$ cat src/rtl/rv32i_pkg.sv
// Shared types and constants for the RV32I pipeline hazard logic.
package rv32i_pkg;

  typedef enum logic [1:0] {
    FWD_NONE = 2'b00,
    FWD_WB   = 2'b01,
    FWD_MEM  = 2'b10
  } fwd_sel_e;

  typedef enum logic {
    ST_IDLE = 1'b0,
    ST_HOLD = 1'b1
  } hz_state_e;

  // Stall cycles needed in stall-only mode when the producer sits in E or M
  localparam int unsigned STALL_E = 2;
  localparam int unsigned STALL_M = 1;

endpackage

$ cat src/rtl/hazard_fwd_sel.sv
// Per-operand forwarding select: the memory stage wins over writeback, and x0 never forwards.
module hazard_fwd_sel
  import rv32i_pkg::*;
#(
  parameter int REG_WIDTH = 5,
  parameter int FWD_EN    = 1
) (
  input  logic [REG_WIDTH-1:0] rs_i,
  input  logic [REG_WIDTH-1:0] rdM_i,
  input  logic                 regwriteM_i,
  input  logic [REG_WIDTH-1:0] rdW_i,
  input  logic                 regwriteW_i,
  output fwd_sel_e             sel_o
);

  logic hit_m, hit_w;

  assign hit_m = regwriteM_i && (rdM_i != '0) && (rs_i == rdM_i);
  assign hit_w = regwriteW_i && (rdW_i != '0) && (rs_i == rdW_i);

  always_comb begin
    sel_o = FWD_NONE;
    if (FWD_EN != 0) begin
      if (hit_m)      sel_o = FWD_MEM;
      else if (hit_w) sel_o = FWD_WB;
    end
  end

endmodule

$ cat src/rtl/hazard_ctrl_unit.sv
// Pipeline hazard controller: operand forwarding, load-use / RAW stalls,
// branch flushes, MDU back-pressure and a saturating stall counter.
module hazard_ctrl_unit
  import rv32i_pkg::*;
#(
  parameter int REG_WIDTH  = 5,
  parameter int FWD_EN     = 1,
  parameter int PERF_WIDTH = 32
) (
  input  logic                  clk,
  input  logic                  rst,
  input  logic [REG_WIDTH-1:0]  Rs1D,
  input  logic [REG_WIDTH-1:0]  Rs2D,
  input  logic [REG_WIDTH-1:0]  Rs1E,
  input  logic [REG_WIDTH-1:0]  Rs2E,
  input  logic [REG_WIDTH-1:0]  RdE,
  input  logic [REG_WIDTH-1:0]  RdM,
  input  logic [REG_WIDTH-1:0]  RdW,
  input  logic                  regwriteE,
  input  logic                  regwriteM,
  input  logic                  regwriteW,
  input  logic                  loadE,
  input  logic                  PCSrcE,
  input  logic                  mdu_busyE,
  output logic                  stallF,
  output logic                  stallD,
  output logic                  stallE,
  output logic                  flushD,
  output logic                  flushE,
  output fwd_sel_e              forwardAE,
  output fwd_sel_e              forwardBE,
  output logic [PERF_WIDTH-1:0] stall_cnt
);

  function automatic logic hit(input logic [REG_WIDTH-1:0] src,
                               input logic [REG_WIDTH-1:0] rd,
                               input logic                 we);
    return we && (rd != '0) && (src == rd);
  endfunction

  fwd_sel_e fwd_a, fwd_b;

  hazard_fwd_sel #(.REG_WIDTH(REG_WIDTH), .FWD_EN(FWD_EN)) u_fwd_a (
    .rs_i(Rs1E), .rdM_i(RdM), .regwriteM_i(regwriteM),
    .rdW_i(RdW), .regwriteW_i(regwriteW), .sel_o(fwd_a)
  );

  hazard_fwd_sel #(.REG_WIDTH(REG_WIDTH), .FWD_EN(FWD_EN)) u_fwd_b (
    .rs_i(Rs2E), .rdM_i(RdM), .regwriteM_i(regwriteM),
    .rdW_i(RdW), .regwriteW_i(regwriteW), .sel_o(fwd_b)
  );

  assign forwardAE = rst ? FWD_NONE : fwd_a;
  assign forwardBE = rst ? FWD_NONE : fwd_b;

  logic       hit_e, hit_m;
  logic [1:0] need;

  assign hit_e = hit(Rs1D, RdE, regwriteE) | hit(Rs2D, RdE, regwriteE);
  assign hit_m = hit(Rs1D, RdM, regwriteM) | hit(Rs2D, RdM, regwriteM);

  // A writeback-stage match never stalls: the register file is write-first.
  always_comb begin
    need = 2'd0;
    if (FWD_EN != 0) begin
      if (loadE && hit_e) need = 2'd1;
    end else if (hit_e) begin
      need = 2'(STALL_E);
    end else if (hit_m) begin
      need = 2'(STALL_M);
    end
  end

  hz_state_e state_q, state_d;
  logic [1:0] cnt_q, cnt_d;
  logic       stall_c, stallE_c, flushD_c, flushE_c;

  always_comb begin
    state_d  = state_q;
    cnt_d    = cnt_q;
    stall_c  = 1'b0;
    stallE_c = 1'b0;
    flushD_c = 1'b0;
    flushE_c = 1'b0;
    if (mdu_busyE) begin
      stall_c  = 1'b1;
      stallE_c = 1'b1;
    end else if (PCSrcE) begin
      flushD_c = 1'b1;
      flushE_c = 1'b1;
      state_d  = ST_IDLE;
      cnt_d    = 2'd0;
    end else if (state_q == ST_HOLD) begin
      stall_c  = 1'b1;
      flushE_c = 1'b1;
      if (cnt_q <= 2'd1) begin
        cnt_d   = 2'd0;
        state_d = ST_IDLE;
      end else begin
        cnt_d = cnt_q - 2'd1;
      end
    end else if (need != 2'd0) begin
      stall_c  = 1'b1;
      flushE_c = 1'b1;
      cnt_d    = need - 2'd1;
      if (cnt_d != 2'd0) state_d = ST_HOLD;
    end
  end

  assign stallF = stall_c  & ~rst;
  assign stallD = stall_c  & ~rst;
  assign stallE = stallE_c & ~rst;
  assign flushD = flushD_c & ~rst;
  assign flushE = flushE_c & ~rst;

  logic [PERF_WIDTH-1:0] stall_cnt_q;

  always_ff @(posedge clk or posedge rst) begin
    if (rst) begin
      state_q     <= ST_IDLE;
      cnt_q       <= 2'd0;
      stall_cnt_q <= '0;
    end else begin
      state_q <= state_d;
      cnt_q   <= cnt_d;
      if (stallD && (stall_cnt_q != '1)) stall_cnt_q <= stall_cnt_q + 1'b1;
    end
  end

  assign stall_cnt = stall_cnt_q;

endmodule

$ cat config.mk
export PLATFORM = sky130hd
export DESIGN_NAME = hazard_ctrl_unit
export DESIGN_NICKNAME = d
export VERILOG_FILES = /design/src/rtl/rv32i_pkg.sv /design/src/rtl/hazard_fwd_sel.sv /design/src/rtl/hazard_ctrl_unit.sv
export SDC_FILE = /design/constraint.sdc
export NUM_CORES = 1
export LEC_CHECK = 0
export CORE_ASPECT_RATIO = 1.5
export CORE_MARGIN = 5
export CORE_UTILIZATION = 45
export CTS_CLUSTER_DIAMETER = 200
export DETAILED_ROUTE_END_ITERATION = 10
export PLACE_DENSITY = 0.84
export SLEW_MARGIN = 20
export SYNTH_ARGS = -nofsm -noshare
export SYNTH_HDL_FRONTEND = slang
export SYNTH_SLANG_ARGS = --single-unit
$ cat constraint.sdc
create_clock -name clk -period 3.65 [get_ports clk]
set_clock_uncertainty 0.1 [all_clocks]
set_input_delay 0.5475 -clock clk [delete_from_list [all_inputs] [get_ports clk]]
set_output_delay 0.5475 -clock clk [all_outputs]
set_load 0.05 [all_outputs]
==> run metrics <==
clock network power share 21.9%; Slew @ Worst Pin 582 ps; YS warnings 0; multiplexer share of the synthesized area 1.02%; mapped cell area 2220 um^2; CP Capture Type output port; overflow left after global routing 0; CP Launch Type input pin; fmax 294 MHz; final instance area 3230 um^2; syn avg cell area 9.64 um^2; Mapped Cells 230; Initial Utilization 46.1%; fin nets 360; CTS Hold Bufs 0; synth unique cells 32; vias in the first global route 2093; Hold Slack 385 ps; drt wl/cell 14.7 um; final WL 5630 um; post-synthesis adder-cell area fraction 0.564%; Antenna diodes 0; CP max FO 4; Max-cap violations 0; Die Ht 96.0 um; Slew Viols, Final 0; crit path kind input pin to output port; DRC 0; number of flops mapped to enable cells by yosys 0; Setup Fix Bufs, Post-CTS 0; Slew headroom 61.2%; Switch Pwr 519 uW; Comb power frac 39.3%; Post-Synth XOR/XNOR Area 23.7%; status finished, final reports clean; Synth area leader dfrtp_1; Fill cells 412; Power Internal 780 uW; Worst-path clk slew 70 ps; # IOs 84; initial antenna violation count 0; largest net degree at the start of global routing 36; WP data required 3000 ps; die width 67.3 um; first-pass GRT wire length 9200 um; Starting DRT DRC Count 79; non-filler cells, final 382; H-tree depth 2; DR vias/cell 5.37; clock tree sinks 35; combinational family with the most area after synthesis simple AND/OR/NAND/NOR gates; async set or reset register ratio after synthesis 100%; leakage 1.34 nW; routed vias 2053; top cell type's share of synthesized area 39.5%; Reg power frac 38.8%; Num CTS Buffers 5; CTS tree done; PortBufs 83; Placed Cells 375; Synth area leaders dfrtp_1, xor2_1, xnor2_1; FP Rows 31; final antenna-violating net count 0; post-cts repair resize count 0; Final GP Congestion 0.842; Synth top cells by count xor2_1, dfrtp_1, nand2_1, nor4_1, xnor2_1; placed inst area 3140 um^2; most common cell in the netlist xor2_1; CP arrival 2750 ps; Root Driver clkbuf_8; Final Hold Viols 0; Tcrit/Tclk final 93.1%; Seq/Total Area, Yosys 39.5%; layout cells sized above 1 8.86%; Net Sw Frac 40.0%; Final setup viols 0; Post-Syn Nets 274; GRT Util Overall 19.0%; register bit total from synthesis 35; core area 4810 um^2; crit path time final 3400 ps; Final Util 67.1%; pwr/cell area 403 nW/um^2; Main synth FF type dfrtp_1; post-synthesis simple-gate area fraction 27.9%; Skew-Pair Late Insertion Delay 290 ps; DIE AREA 6460 um^2; First-pass DRT Iterations 4; type of the tightest min-delay check register to register; HPWL after DPL 4480 um; worst vdd ir 0.170 mV; TNS Setup 0 ps; clock tree buffer depth 2; complex-gate fraction of the synthesized area 3.72%; area added between synthesis and finish 45.6%; RSZ-0062 raised after global routing false
[cells by family after synthesis]
group                      Yosys count
AOI/OAI and AO/OA                   11
muxes                                2
DFF                                 35
and+or+nand+nor                    107
buffers and inverters               14
xor gates and xnor gates            60
adders and majority gates            1
[stage by stage]
stage | setup WS, ps | total power [mW]
after detailed placement | 243 | 1.02
after CTS | 239 | 1.31
after global placement | 283 | 1.01
after floorplan | 80.7 | 0.817
after global routing | 112 | 1.36
final | 252 | 1.30
[critical path: stages]
cell             delay (ps)
clkdlybuf4s50_1         470
or4_1                   520
o21ai_0                 380
nor4_1                  110
clkdlybuf4s50_1         720
[power by group through the flow]
stage | clock network (mW) | registers, mW | logic, mW
floorplan | 0 | 0.672 | 0.145
global placement | 0 | 0.505 | 0.508
detailed placement | 0 | 0.509 | 0.513
CTS | 0.289 | 0.504 | 0.514
global route | 0.310 | 0.514 | 0.541
finish | 0.284 | 0.504 | 0.511
[metal layers]
metal | vias to the layer above | track usage (%) | share of wire (%)
met2 | 88 | 34.4 | 52
met5 | - | 0 | 0
met4 | 0 | 7.28 | 1.7
met1 | 971 | 18.6 | 35
met3 | 7 | 8.18 | 11
li1 | 987 | - | -
[final timing paths]
| kind | startpoint | cells past startpoint | end | slack, ps |
|---|---|---|---|---|
| min reg2reg | stall_cnt[7] | 1 | stall_cnt[7] | 390 |
| min in group asynchronous | rst | 3 | stall_cnt[0] | 800 |
| max reg2reg | stall_cnt[5] | 7 | stall_cnt[9] | 1080 |
| max in group asynchronous | rst | 3 | stall_cnt[14] | 2330 |
| min | stall_cnt[7] | 1 | stall_cnt[7] | 390 |
| max | RdM[0] | 5 | forwardAE[1] | 250 |
[cell usage in the layout (no fill, tap or decap)]
cell type	n
a21oi_2	1
nor4_2	2
a21oi_1	1
dfrtp_1	35
nand3_1	15
nor4_1	18
buf_4	6
buf_12	3
a21o_1	1
clkbuf_8	6
o21ai_0	2
o211ai_1	1
nand2_1	21
ha_1	1
clkdlybuf4s50_1	78
nand4_1	5
inv_1	6
nor3_1	10
and2_1	2
xnor2_1	17
mux2_2	2
a32oi_1	1
a211oi_1	2
o21a_1	1
nor3b_1	1
nor2_1	13
xor2_1	43
nor3_2	1
or4_1	5
nor4b_2	5
a211oi_2	1
and4_1	4
clkinv_2	1
and3_1	5
[registers in the layout (all words and copies together) (netlist names)]
name	count
stall_cnt	32
cnt_q	2
state_q	1
[cell type report]
class	instances	area, um^2	area share (%)
well taps	66	82.6	2.56
flip-flops and latches	35	876	27.1
inverters	6	22.5	0.698
repair buffers	87	886	27.4
multi-input cells	181	1270	39.5
clock inverters	1	5.00	0.155
clock buffers	6	82.6	2.56
Note: power is estimated with default switching activity, not from simulation.
==> patch: new RTL, same settings <==
`REG_WIDTH` is set to 5 in 2 places; all go to 10.
--- a/src/rtl/hazard_fwd_sel.sv
+++ b/src/rtl/hazard_fwd_sel.sv
@@ -2,7 +2,7 @@
 module hazard_fwd_sel
   import rv32i_pkg::*;
 #(
-  parameter int REG_WIDTH = 5,
+  parameter int REG_WIDTH = 10,
   parameter int FWD_EN    = 1
 ) (
   input  logic [REG_WIDTH-1:0] rs_i,
--- a/src/rtl/hazard_ctrl_unit.sv
+++ b/src/rtl/hazard_ctrl_unit.sv
@@ -3,7 +3,7 @@
 module hazard_ctrl_unit
   import rv32i_pkg::*;
 #(
-  parameter int REG_WIDTH  = 5,
+  parameter int REG_WIDTH  = 10,
   parameter int FWD_EN     = 1,
   parameter int PERF_WIDTH = 32
 ) (
Interface: changed (7 resized); port bits go from 84 to 119. No check against the original RTL was run, so the function may have changed too.
==> patch against the unedited design <==
  * Worst setup slack gained 0.11 ns
  * Register-to-register slack gained 0.21 ns
  * Count of clock-buffer cells in the layout grew 1
  * Sequential share of layout area shrank 4.7 points
  * Power shrank 6.0%
  * Core utilization grew 5.0 points
  * Wire length grew 37%
  * Sequential power shrank 7.3%
  * Area after synthesis grew 12%
  * Clock power grew 7.4%
  * Cell area grew 21%
  * Via count grew 20%
  * Sequential cell count is the same
  * Highest routed layer unchanged
==> patch: results (changes against the unedited design) <==
synthesized area per cell=9.41 um2 (-2.4%); leakage power=1.55 nW (+16%); GR met3 Demand/Resource=4.79% (-3.4 points); worst stage delay on the critical path=0.81 ns (+0.09 ns); number of nets in the final layout=468 (+30%); fraction of power consumed by combinational cells=36.8% (-2.5 points); total number of vias=2469 (+20%); cells on worst reg2reg path=8 (+1); final routed wire length divided by cell count=16.8 um (+14%); cells taking the most area after synthesis=dfrtp_1, xnor2_1, xor2_1, nand4_1, nor4_1; routed length on met1=2.98 mm (+50%); fill cell count=418 (+1.5%); run status=complete, no violations; R2R setup slack=1.29 ns (+0.21 ns); vias in the first global route=2679 (+28%); half-perimeter wire length after detailed placement=6.33 mm (+41%); worst reg2reg path endpoint=stall_cnt[29]; number of cells after detailed placement=452 (+21%); power per standard cell area=313 nW/um2 (-22%); top cells by count, synth=xnor2_1, dfrtp_1, xor2_1; Distinct cells, synth=33 (+3.1%); min setup slack post-route=0.358 ns (+0.105 ns); Seq group=467 uW (-7.3%); wire length of the first global-routing pass=12.8 mm (+39%); sequential fraction of the synthesis area=35.3% (-4.2 points); endpoint of the most critical setup path=forwardBE[1]; fraction of final layout cells sized beyond drive strength 1=5.90% (-3.0 points)
==> patch: cell count changes after synthesis, moves of 4 or more <==
cell | before | now
xor2_1 | 43 | 33
xnor2_1 | 17 | 57
nor2b_1 | 0 | 4
nor4_1 | 20 | 12
nor4b_2 | 5 | 0
or4_1 | 5 | 0
nor2_1 | 13 | 17
nand4_1 | 5 | 20
==> patch: final cells by class <==
type	instances	area (um2)	area share [%]
multi-input combinational	222	1580	40.4
tap	70	87.6	2.25
inverter	4	15.0	0.385
clock buffer	7	96.3	2.47
clock inverter	1	7.51	0.193
sequential	35	876	22.5
timing repair buffer	121	1240	31.8
==> patch: logic make-up (layout without fill, tap and decap cells) <==
logic type	after synthesis	in the layout	synth area share, %
AO/OA/AOI/OAI	14	14	4.48
AND/OR/NAND/NOR	116	116	26.0
XOR/XNOR	91	91	32.4
buffers and inverters	7	133	1.31
flip-flops	35	35	35.3
adder cells (fa/ha/maj)	1	1	0.504
